File: config.mk
export PLATFORM = sky130hd
export DESIGN_NAME = assert_event_monitor_flat
export DESIGN_NICKNAME = d
export VERILOG_FILES = /design/src/rtl/assert_event_monitor_if.sv /design/src/rtl/assert_event_monitor.sv /design/src/flat_wrapper.sv
export SDC_FILE = /design/constraint.sdc
export NUM_CORES = 1
export LEC_CHECK = 0
export CAP_MARGIN = 10
export CORE_MARGIN = 8
export CORE_UTILIZATION = 60
export DETAILED_ROUTE_END_ITERATION = 7
export PLACE_DENSITY = 0.87
export SYNTH_ARGS = -nofsm -noshare
export SYNTH_HDL_FRONTEND = slang
export SYNTH_SLANG_ARGS = --single-unit
File: constraint.sdc
create_clock -name clk -period 5.1 [get_ports clk]
set_input_delay 1.02 -clock clk [delete_from_list [all_inputs] [get_ports clk]]
set_output_delay 1.02 -clock clk [all_outputs]
set_load 0.03 [all_outputs]
File: src/rtl/assert_event_monitor_if.sv
// Verdict bus from the assertion checks and the failure-log read port.
// The master side drives verdicts and pops; the monitor is the slave side.
interface assert_event_monitor_if #(
    parameter int ID_W  = 4,
    parameter int TS_W  = 16,
    parameter int DEPTH = 4
);
    logic                     chk_valid;
    logic                     chk_pass;
    logic [ID_W-1:0]          chk_id;
    logic                     rd_en;
    logic                     log_valid;
    logic [ID_W-1:0]          log_id;
    logic [TS_W-1:0]          log_ts;
    logic [$clog2(DEPTH):0]   log_count;

    modport master (
        output chk_valid, chk_pass, chk_id, rd_en,
        input  log_valid, log_id, log_ts, log_count
    );

    modport slave (
        input  chk_valid, chk_pass, chk_id, rd_en,
        output log_valid, log_id, log_ts, log_count
    );
endinterface

File: src/rtl/assert_event_monitor.sv
// Assertion verdict monitor: saturating pass/fail counters, timestamped
// failure log FIFO, first-failure capture and a halt request at a fail threshold.
//
//   state | meaning
//   IDLE  | monitoring disabled, verdicts ignored, ts held
//   RUN   | monitoring, no failure since last enable/clear
//   FAIL  | monitoring, at least one failure seen
//   HALT  | fail threshold reached, halt_req high, only clr/rst_n leave
module assert_event_monitor #(
    parameter int ID_W     = 4,
    parameter int TS_W     = 16,
    parameter int CNT_W    = 8,
    parameter int DEPTH    = 4,
    parameter int HALT_THR = 3
) (
    input  logic                 clk,
    input  logic                 rst_n,
    input  logic                 en,
    input  logic                 clr,
    assert_event_monitor_if.slave bus,
    output logic [CNT_W-1:0]     pass_cnt,
    output logic [CNT_W-1:0]     fail_cnt,
    output logic                 ovf,
    output logic                 first_fail_vld,
    output logic [ID_W-1:0]      first_fail_id,
    output logic [1:0]           state_o,
    output logic                 halt_req
);

    localparam int PW = $clog2(DEPTH);
    localparam int LW = PW + 1;

    typedef enum logic [1:0] {
        IDLE = 2'b00,
        RUN  = 2'b01,
        FAIL = 2'b10,
        HALT = 2'b11
    } state_t;

    state_t              state;
    state_t              state_nxt;
    logic [TS_W-1:0]     ts;
    logic [ID_W-1:0]     mem_id [DEPTH];
    logic [TS_W-1:0]     mem_ts [DEPTH];
    logic [PW-1:0]       wr_ptr;
    logic [PW-1:0]       rd_ptr;
    logic [LW-1:0]       count;

    logic                active;
    logic                accept;
    logic                pass_hit;
    logic                fail_hit;
    logic                thr_hit;
    logic                full;
    logic                do_pop;
    logic                do_push;
    logic                drop;
    logic [CNT_W-1:0]    fail_cnt_inc;

    assign active       = (state == RUN) || (state == FAIL);
    assign accept       = bus.chk_valid && active;
    assign pass_hit     = accept && bus.chk_pass;
    assign fail_hit     = accept && !bus.chk_pass;
    assign fail_cnt_inc = (fail_cnt == '1) ? fail_cnt : fail_cnt + 1'b1;
    assign thr_hit      = fail_hit && (fail_cnt_inc >= CNT_W'(HALT_THR));

    // A pop frees the slot the same edge, so a full FIFO still takes the push.
    assign full    = (count == LW'(DEPTH));
    assign do_pop  = bus.rd_en && (count != '0);
    assign do_push = fail_hit && (!full || do_pop);
    assign drop    = fail_hit && full && !do_pop;

    always_ff @(posedge clk) begin
        if (!rst_n || clr) begin
            state <= IDLE;
        end else begin
            state <= state_nxt;
        end
    end

    always_comb begin
        state_nxt = state;
        case (state)
            IDLE: begin
                if (en) state_nxt = RUN;
            end
            RUN: begin
                if (thr_hit)       state_nxt = HALT;
                else if (!en)      state_nxt = IDLE;
                else if (fail_hit) state_nxt = FAIL;
            end
            FAIL: begin
                if (thr_hit)       state_nxt = HALT;
                else if (!en)      state_nxt = IDLE;
            end
            HALT: begin
                state_nxt = HALT;
            end
            default: state_nxt = IDLE;
        endcase
    end

    always_ff @(posedge clk) begin
        if (!rst_n || clr) begin
            ts             <= '0;
            pass_cnt       <= '0;
            fail_cnt       <= '0;
            ovf            <= 1'b0;
            first_fail_vld <= 1'b0;
            first_fail_id  <= '0;
            wr_ptr         <= '0;
            rd_ptr         <= '0;
            count          <= '0;
            for (int i = 0; i < DEPTH; i++) begin
                mem_id[i] <= '0;
                mem_ts[i] <= '0;
            end
        end else begin
            if (active) ts <= ts + 1'b1;

            if (pass_hit && (pass_cnt != '1)) pass_cnt <= pass_cnt + 1'b1;
            if (fail_hit) fail_cnt <= fail_cnt_inc;

            if (fail_hit && !first_fail_vld) begin
                first_fail_vld <= 1'b1;
                first_fail_id  <= bus.chk_id;
            end

            if (drop) ovf <= 1'b1;

            if (do_push) begin
                mem_id[wr_ptr] <= bus.chk_id;
                mem_ts[wr_ptr] <= ts;
                wr_ptr         <= wr_ptr + 1'b1;
            end
            if (do_pop) rd_ptr <= rd_ptr + 1'b1;

            case ({do_push, do_pop})
                2'b10:   count <= count + 1'b1;
                2'b01:   count <= count - 1'b1;
                default: count <= count;
            endcase
        end
    end

    assign bus.log_valid = (count != '0);
    assign bus.log_id    = mem_id[rd_ptr];
    assign bus.log_ts    = mem_ts[rd_ptr];
    assign bus.log_count = count;
    assign state_o       = state;
    assign halt_req      = (state == HALT);

endmodule

File: src/flat_wrapper.sv
// flat-port wrapper written by rule: the top's interface ports become plain ports
module assert_event_monitor_flat 
#(
    parameter int ID_W     = 4,
    parameter int TS_W     = 16,
    parameter int CNT_W    = 8,
    parameter int DEPTH    = 4,
    parameter int HALT_THR = 3
)
  (clk, rst_n, en, clr, pass_cnt, fail_cnt, ovf, first_fail_vld, first_fail_id, state_o, halt_req, bus_chk_valid, bus_chk_pass, bus_chk_id, bus_rd_en, bus_log_valid, bus_log_id, bus_log_ts, bus_log_count);
  assert_event_monitor_if #(.ID_W(ID_W), .TS_W(TS_W), .DEPTH(DEPTH)) bus_i ();
  input  logic clk;
  input  logic rst_n;
  input  logic en;
  input  logic clr;
  output logic [CNT_W-1:0] pass_cnt;
  output logic [CNT_W-1:0] fail_cnt;
  output logic ovf;
  output logic first_fail_vld;
  output logic [ID_W-1:0] first_fail_id;
  output logic [1:0] state_o;
  output logic halt_req;
  input wire logic [$bits(bus_i.chk_valid)-1:0] bus_chk_valid;
  input wire logic [$bits(bus_i.chk_pass)-1:0] bus_chk_pass;
  input wire logic [$bits(bus_i.chk_id)-1:0] bus_chk_id;
  input wire logic [$bits(bus_i.rd_en)-1:0] bus_rd_en;
  output wire logic [$bits(bus_i.log_valid)-1:0] bus_log_valid;
  output wire logic [$bits(bus_i.log_id)-1:0] bus_log_id;
  output wire logic [$bits(bus_i.log_ts)-1:0] bus_log_ts;
  output wire logic [$bits(bus_i.log_count)-1:0] bus_log_count;
  assign bus_i.chk_valid = bus_chk_valid;
  assign bus_i.chk_pass = bus_chk_pass;
  assign bus_i.chk_id = bus_chk_id;
  assign bus_i.rd_en = bus_rd_en;
  assign bus_log_valid = bus_i.log_valid;
  assign bus_log_id = bus_i.log_id;
  assign bus_log_ts = bus_i.log_ts;
  assign bus_log_count = bus_i.log_count;
  assert_event_monitor #(.ID_W(ID_W), .TS_W(TS_W), .CNT_W(CNT_W), .DEPTH(DEPTH), .HALT_THR(HALT_THR)) u_core (.clk(clk), .rst_n(rst_n), .en(en), .clr(clr), .bus(bus_i), .pass_cnt(pass_cnt), .fail_cnt(fail_cnt), .ovf(ovf), .first_fail_vld(first_fail_vld), .first_fail_id(first_fail_id), .state_o(state_o), .halt_req(halt_req));
endmodule
==> flow_results.xml <==
<?xml version="1.0" encoding="UTF-8"?>
<metrics>
  <group name="yosys">
    <metric name="synth_edf_count" unit="">80</metric>
    <metric name="asyncSetResetFlopFracSynth" unit="">0</metric>
    <metric name="seq_area_frac_synth" unit="">0.596</metric>
    <metric name="yosys.cell_types.count" unit="">47</metric>
    <metric name="syn-cell-area" unit="mm^2">0.00568</metric>
    <metric name="ys.flop_type" unit="">edfxtp_1</metric>
    <metric name="ys_ff_latch" unit="">129</metric>
    <metric name="synth_top_area_share" unit="">0.423</metric>
    <metric name="syn-num-nets" unit="">509</metric>
    <metric name="synthCells" unit="">490</metric>
    <metric name="synthesis_warnings" unit="">0</metric>
    <metric name="yosys.area.top_type" unit="">edfxtp_1</metric>
    <metric name="synthTopCellsByArea" unit="">edfxtp_1 42%, dfxtp_1 17%, mux4_2 7.9%, nor2_1 6.3%, xor2_1 3.1%</metric>
    <metric name="syn_area_per_cell" unit="um^2">11.6</metric>
  </group>
  <group name="worst_setup_path">
    <metric name="worstReg2RegStart" unit="">u_core.state_o[0]$_SDFFE_PP0P_</metric>
    <metric name="critPathMaxStageDelay" unit="ps">970</metric>
    <metric name="setup.worst_path.end_class" unit="">output pin</metric>
    <metric name="critPathRequiredTime" unit="ps">4080</metric>
    <metric name="critical_path.cell_chain" unit="">mux4_2 -&gt; clkdlybuf4s50_1</metric>
    <metric name="ff2ff_setup_slack" unit="ps">1770</metric>
    <metric name="depth_of_the_worst_register_to_register_path" unit="">7</metric>
    <metric name="critical_path_peak_fanout" unit="">20</metric>
    <metric name="reg2reg_to" unit="">u_core.mem_ts[0][4]$_SDFFCE_PN0P_</metric>
    <metric name="crit_path_start_kind" unit="">flip-flop</metric>
    <metric name="worst-setup-path-type" unit="">reg -&gt; out</metric>
    <metric name="cpLargestDelayFamily" unit="">flip-flops</metric>
    <metric name="worst_ep_arrival_time" unit="ps">2600</metric>
    <metric name="worst-path-buf-inv" unit="">1</metric>
    <metric name="crit_path_top_delay_cell" unit="">dfxtp_1</metric>
  </group>
  <group name="timing">
    <metric name="setup-tns-final" unit="ps">0</metric>
    <metric name="timing.slew.headroom" unit="">0.305</metric>
    <metric name="timing.fmax" unit="MHz">277</metric>
    <metric name="period_needed" unit="ps">3620</metric>
    <metric name="final-hold-violation-count" unit="">0</metric>
    <metric name="timing_max_transition_violations_final" unit="">0</metric>
    <metric name="final_min_period_over_clock_period" unit="">0.709</metric>
    <metric name="clock_skew" unit="ps">6.14</metric>
    <metric name="grt_setup_unrepaired" unit="">false</metric>
    <metric name="tightestPinTransition" unit="ps">1040</metric>
    <metric name="report.final.setup_viol" unit="">0</metric>
  </group>
  <group name="power">
    <metric name="power.density_cell_area" unit="mW/mm^2">355</metric>
    <metric name="internal_dissipation" unit="mW">1.94</metric>
    <metric name="power_share_of_the_sequential_group" unit="">0.461</metric>
    <metric name="power.combinational.fraction" unit="">0.047</metric>
    <metric name="power.static_leakage" unit="nW">2.63</metric>
    <metric name="netSwitchingPower" unit="mW">0.547</metric>
    <metric name="fin_total_pwr" unit="mW">2.48</metric>
    <metric name="ir_drop" unit="V">0.000252</metric>
    <metric name="clock_power_share" unit="">0.492</metric>
    <metric name="switching_share" unit="">0.220</metric>
  </group>
  <group name="worst_hold_path">
    <metric name="worst_hold_path.num_cells" unit="">2</metric>
    <metric name="worst_hold_path_type" unit="">reg -&gt; reg</metric>
    <metric name="worst_hold_startpoint" unit="">u_core.ovf$_SDFFE_PP0P_</metric>
    <metric name="hold-path-endpoint" unit="">u_core.ovf$_SDFFE_PP0P_</metric>
  </group>
  <group name="drt">
    <metric name="route.final.wire_length" unit="um">12700</metric>
    <metric name="postRouteAntennaNets" unit="">0</metric>
    <metric name="detailroute.via_count" unit="">3937</metric>
    <metric name="avgRoutedWirePerCell" unit="um">18.9</metric>
    <metric name="vias_per_cell" unit="">5.83</metric>
    <metric name="drt_pass1_iterations" unit="">7</metric>
    <metric name="drt_drc_violations_left" unit="">0</metric>
    <metric name="drt-initial-drc-count" unit="">352</metric>
  </group>
  <group name="clocking">
    <metric name="tritoncts" unit="">done</metric>
    <metric name="cts_buffer_depth" unit="">2</metric>
    <metric name="h-tree-depth" unit="">4</metric>
    <metric name="clock-sinks" unit="">129</metric>
    <metric name="cts_resized" unit="">0</metric>
    <metric name="holdBufCountCts" unit="">0</metric>
    <metric name="post-cts-setup-buffers" unit="">0</metric>
    <metric name="cts_inserted_buffers" unit="">17</metric>
    <metric name="clock_insertion_delay_worst_skew" unit="ps">510</metric>
    <metric name="clk_root_buffer_cell" unit="">clkbuf_8</metric>
    <metric name="clkSlewWorstSetupHoldPaths" unit="ps">60</metric>
  </group>
  <group name="floorplan">
    <metric name="floorplan.core_area" unit="mm^2">0.00920</metric>
    <metric name="fp.dieArea" unit="mm^2">0.0128</metric>
    <metric name="placementRows" unit="">35</metric>
    <metric name="pin_count" unit="">60</metric>
    <metric name="die_height" unit="um">113</metric>
    <metric name="fp.dieW" unit="um">113</metric>
    <metric name="initial_utilization" unit="">0.618</metric>
  </group>
  <group name="place">
    <metric name="place_hpwl" unit="um">7850</metric>
    <metric name="place.gp.congestion" unit="">0.828</metric>
    <metric name="place_inst" unit="">642</metric>
    <metric name="port-buffer-count" unit="">59</metric>
  </group>
  <group name="finish">
    <metric name="fin_nets" unit="">570</metric>
    <metric name="layout-area-overhead-vs-synth" unit="%">23.0</metric>
    <metric name="layout-drive-gt1-share" unit="">0.121</metric>
    <metric name="antenna_cells_inserted" unit="">0</metric>
    <metric name="post_route_non_filler_standard_cell_count" unit="">675</metric>
  </group>
  <group name="global_routing">
    <metric name="grt_max_degree" unit="">52</metric>
    <metric name="wire_length_of_the_first_global_routing_pass" unit="um">20500</metric>
    <metric name="grt_util_all_layers" unit="">0.207</metric>
    <metric name="globalRoute.totalOverflow" unit="">0</metric>
    <metric name="antenna_found_initial" unit="">0</metric>
    <metric name="via_count_of_the_first_global_routing_pass" unit="">4077</metric>
  </group>
  <group name="run">
    <metric name="cap_viol_max_count" unit="">0</metric>
  </group>
  <group name="outcome">
    <metric name="run_status" unit="">completed</metric>
  </group>
</metrics>
## metrics by stage
| step | util | area (um^2) | setup WS, ps | hold WS, ps |
|---|---|---|---|---|
| 2_1_floorplan | - | 5680 | 1510 | 486 |
| 3_3_place_gp | 0.691 | 6360 | 1500 | 451 |
| 3_5_place_dp | 0.691 | 6360 | 1360 | 478 |
| 4_1_cts | 0.758 | 6970 | 1450 | 493 |
| 5_1_grt | 0.760 | 6990 | 1380 | 516 |
| 6_report | 0.760 | 6990 | 1480 | 487 |
## per-layer routing
metal,part of all wire,vias up,wire (um),track usage
met5,0,-,0,0
met4,0.024,0,311,0.0790
met3,0.095,31,1210,0.0761
met2,0.50,211,6320,0.353
met1,0.38,1870,4890,0.231
li1,-,1825,-,-
## cell families after synthesis
group	count (synthesis)	share of synthesized area
simple gates	208	0.171
flops	129	0.596
buf+inv	53	0.0386
compound gates	38	0.0432
xor+xnor	30	0.0463
mux	24	0.0864
fa+ha+maj	8	0.0189
## registers in the layout, indices dropped and copies added (netlist names), named ones only
| name | count |
|---|---|
| u_core.first_fail_id | 4 |
| u_core.ovf | 1 |
| u_core.wr_ptr | 2 |
| u_core.mem_ts | 64 |
| u_core.pass_cnt | 8 |
| u_core.first_fail_vld | 1 |
| u_core.fail_cnt | 8 |
| u_core.mem_id | 16 |
| u_core.ts | 16 |
| u_core.rd_ptr | 2 |
| u_core.bus.log_count | 3 |
| u_core.state_o | 2 |
## cell type report
type | instances | area (um^2)
Timing Repair Buffer | 66 | 651
Inverter | 29 | 109
Tap cell | 111 | 139
Clock inverter | 9 | 73.8
Multi-Input combinational cell | 308 | 2090
Fill cell | 581 | 2210
Clock buffer | 23 | 543
Sequential cell | 129 | 3380
## worst max-delay path by stage
stage / end / cells after the start / from / slack (ps)
global placement: u_core.mem_ts[0][8]$_SDFFCE_PN0P_ / 6 / bus_chk_valid / 1500
CTS: bus_log_ts[14] / 2 / flip-flop / 1450
detailed placement: u_core.mem_id[0][0]$_SDFFCE_PN0P_ / 6 / bus_chk_valid / 1360
finish: bus_log_ts[14] / 2 / flip-flop / 1480
global route: bus_log_ts[14] / 2 / flip-flop / 1380
floorplan: u_core.mem_id[3][0]$_DFFE_PP_ / 5 / bus_chk_pass / 1510
## cells in the mapped netlist, types with 6 or more instances
cell       n
a21oi_1   14
and2_1    20
and3_1     6
buf_2      7
clkbuf_1  12
dfxtp_1   49
edfxtp_1  80
ha_1       7
inv_1     29
mux4_2    20
nand2_1   39
nand3_1   13
nand4_1    6
nor2_1    96
nor3_1     6
o21ai_0   10
xnor2_1   10
xor2_1    20
## power groups by stage
stage	clock network (mW)	logic, mW	registers [mW]
2_1_floorplan	0	0.0665	1.17
3_3_place_gp	0	0.111	1.16
3_5_place_dp	0	0.113	1.17
4_1_cts	1.23	0.114	1.15
5_1_grt	1.28	0.123	1.15
6_report	1.22	0.116	1.15
## worst register-to-register path: stages (launching register included)
cell and delay (ps):
dfxtp_1 420, inv_1 100, ha_1 510, and3b_1 440, nand2b_1 190, nor4_2 180, buf_4 270, nand2b_1 840
## placed cells by master (no fill, tap or decap), types with 2 or more instances in the layout
cell              n
edfxtp_1         80
and3b_1           2
a211oi_1          2
a21oi_1          14
inv_1            29
o21ai_0           7
nand3b_1          2
nand3_1          13
o21ai_1           2
clkdlybuf4s50_1  59
and3_1            6
xnor2_1          10
mux2i_1           4
nand2_1          39
nor2_1           96
xor2_1           20
nor3_1            6
nand4_1           6
dfxtp_1          49
inv_6             6
nand2b_1          3
buf_4             6
and2_1           20
nor2b_1           4
or3_1             3
o21ai_2           2
inv_4             2
ha_1              7
a31oi_1           2
mux4_2           20
clkbuf_16        21
Power figures use the tool's default switching activity.
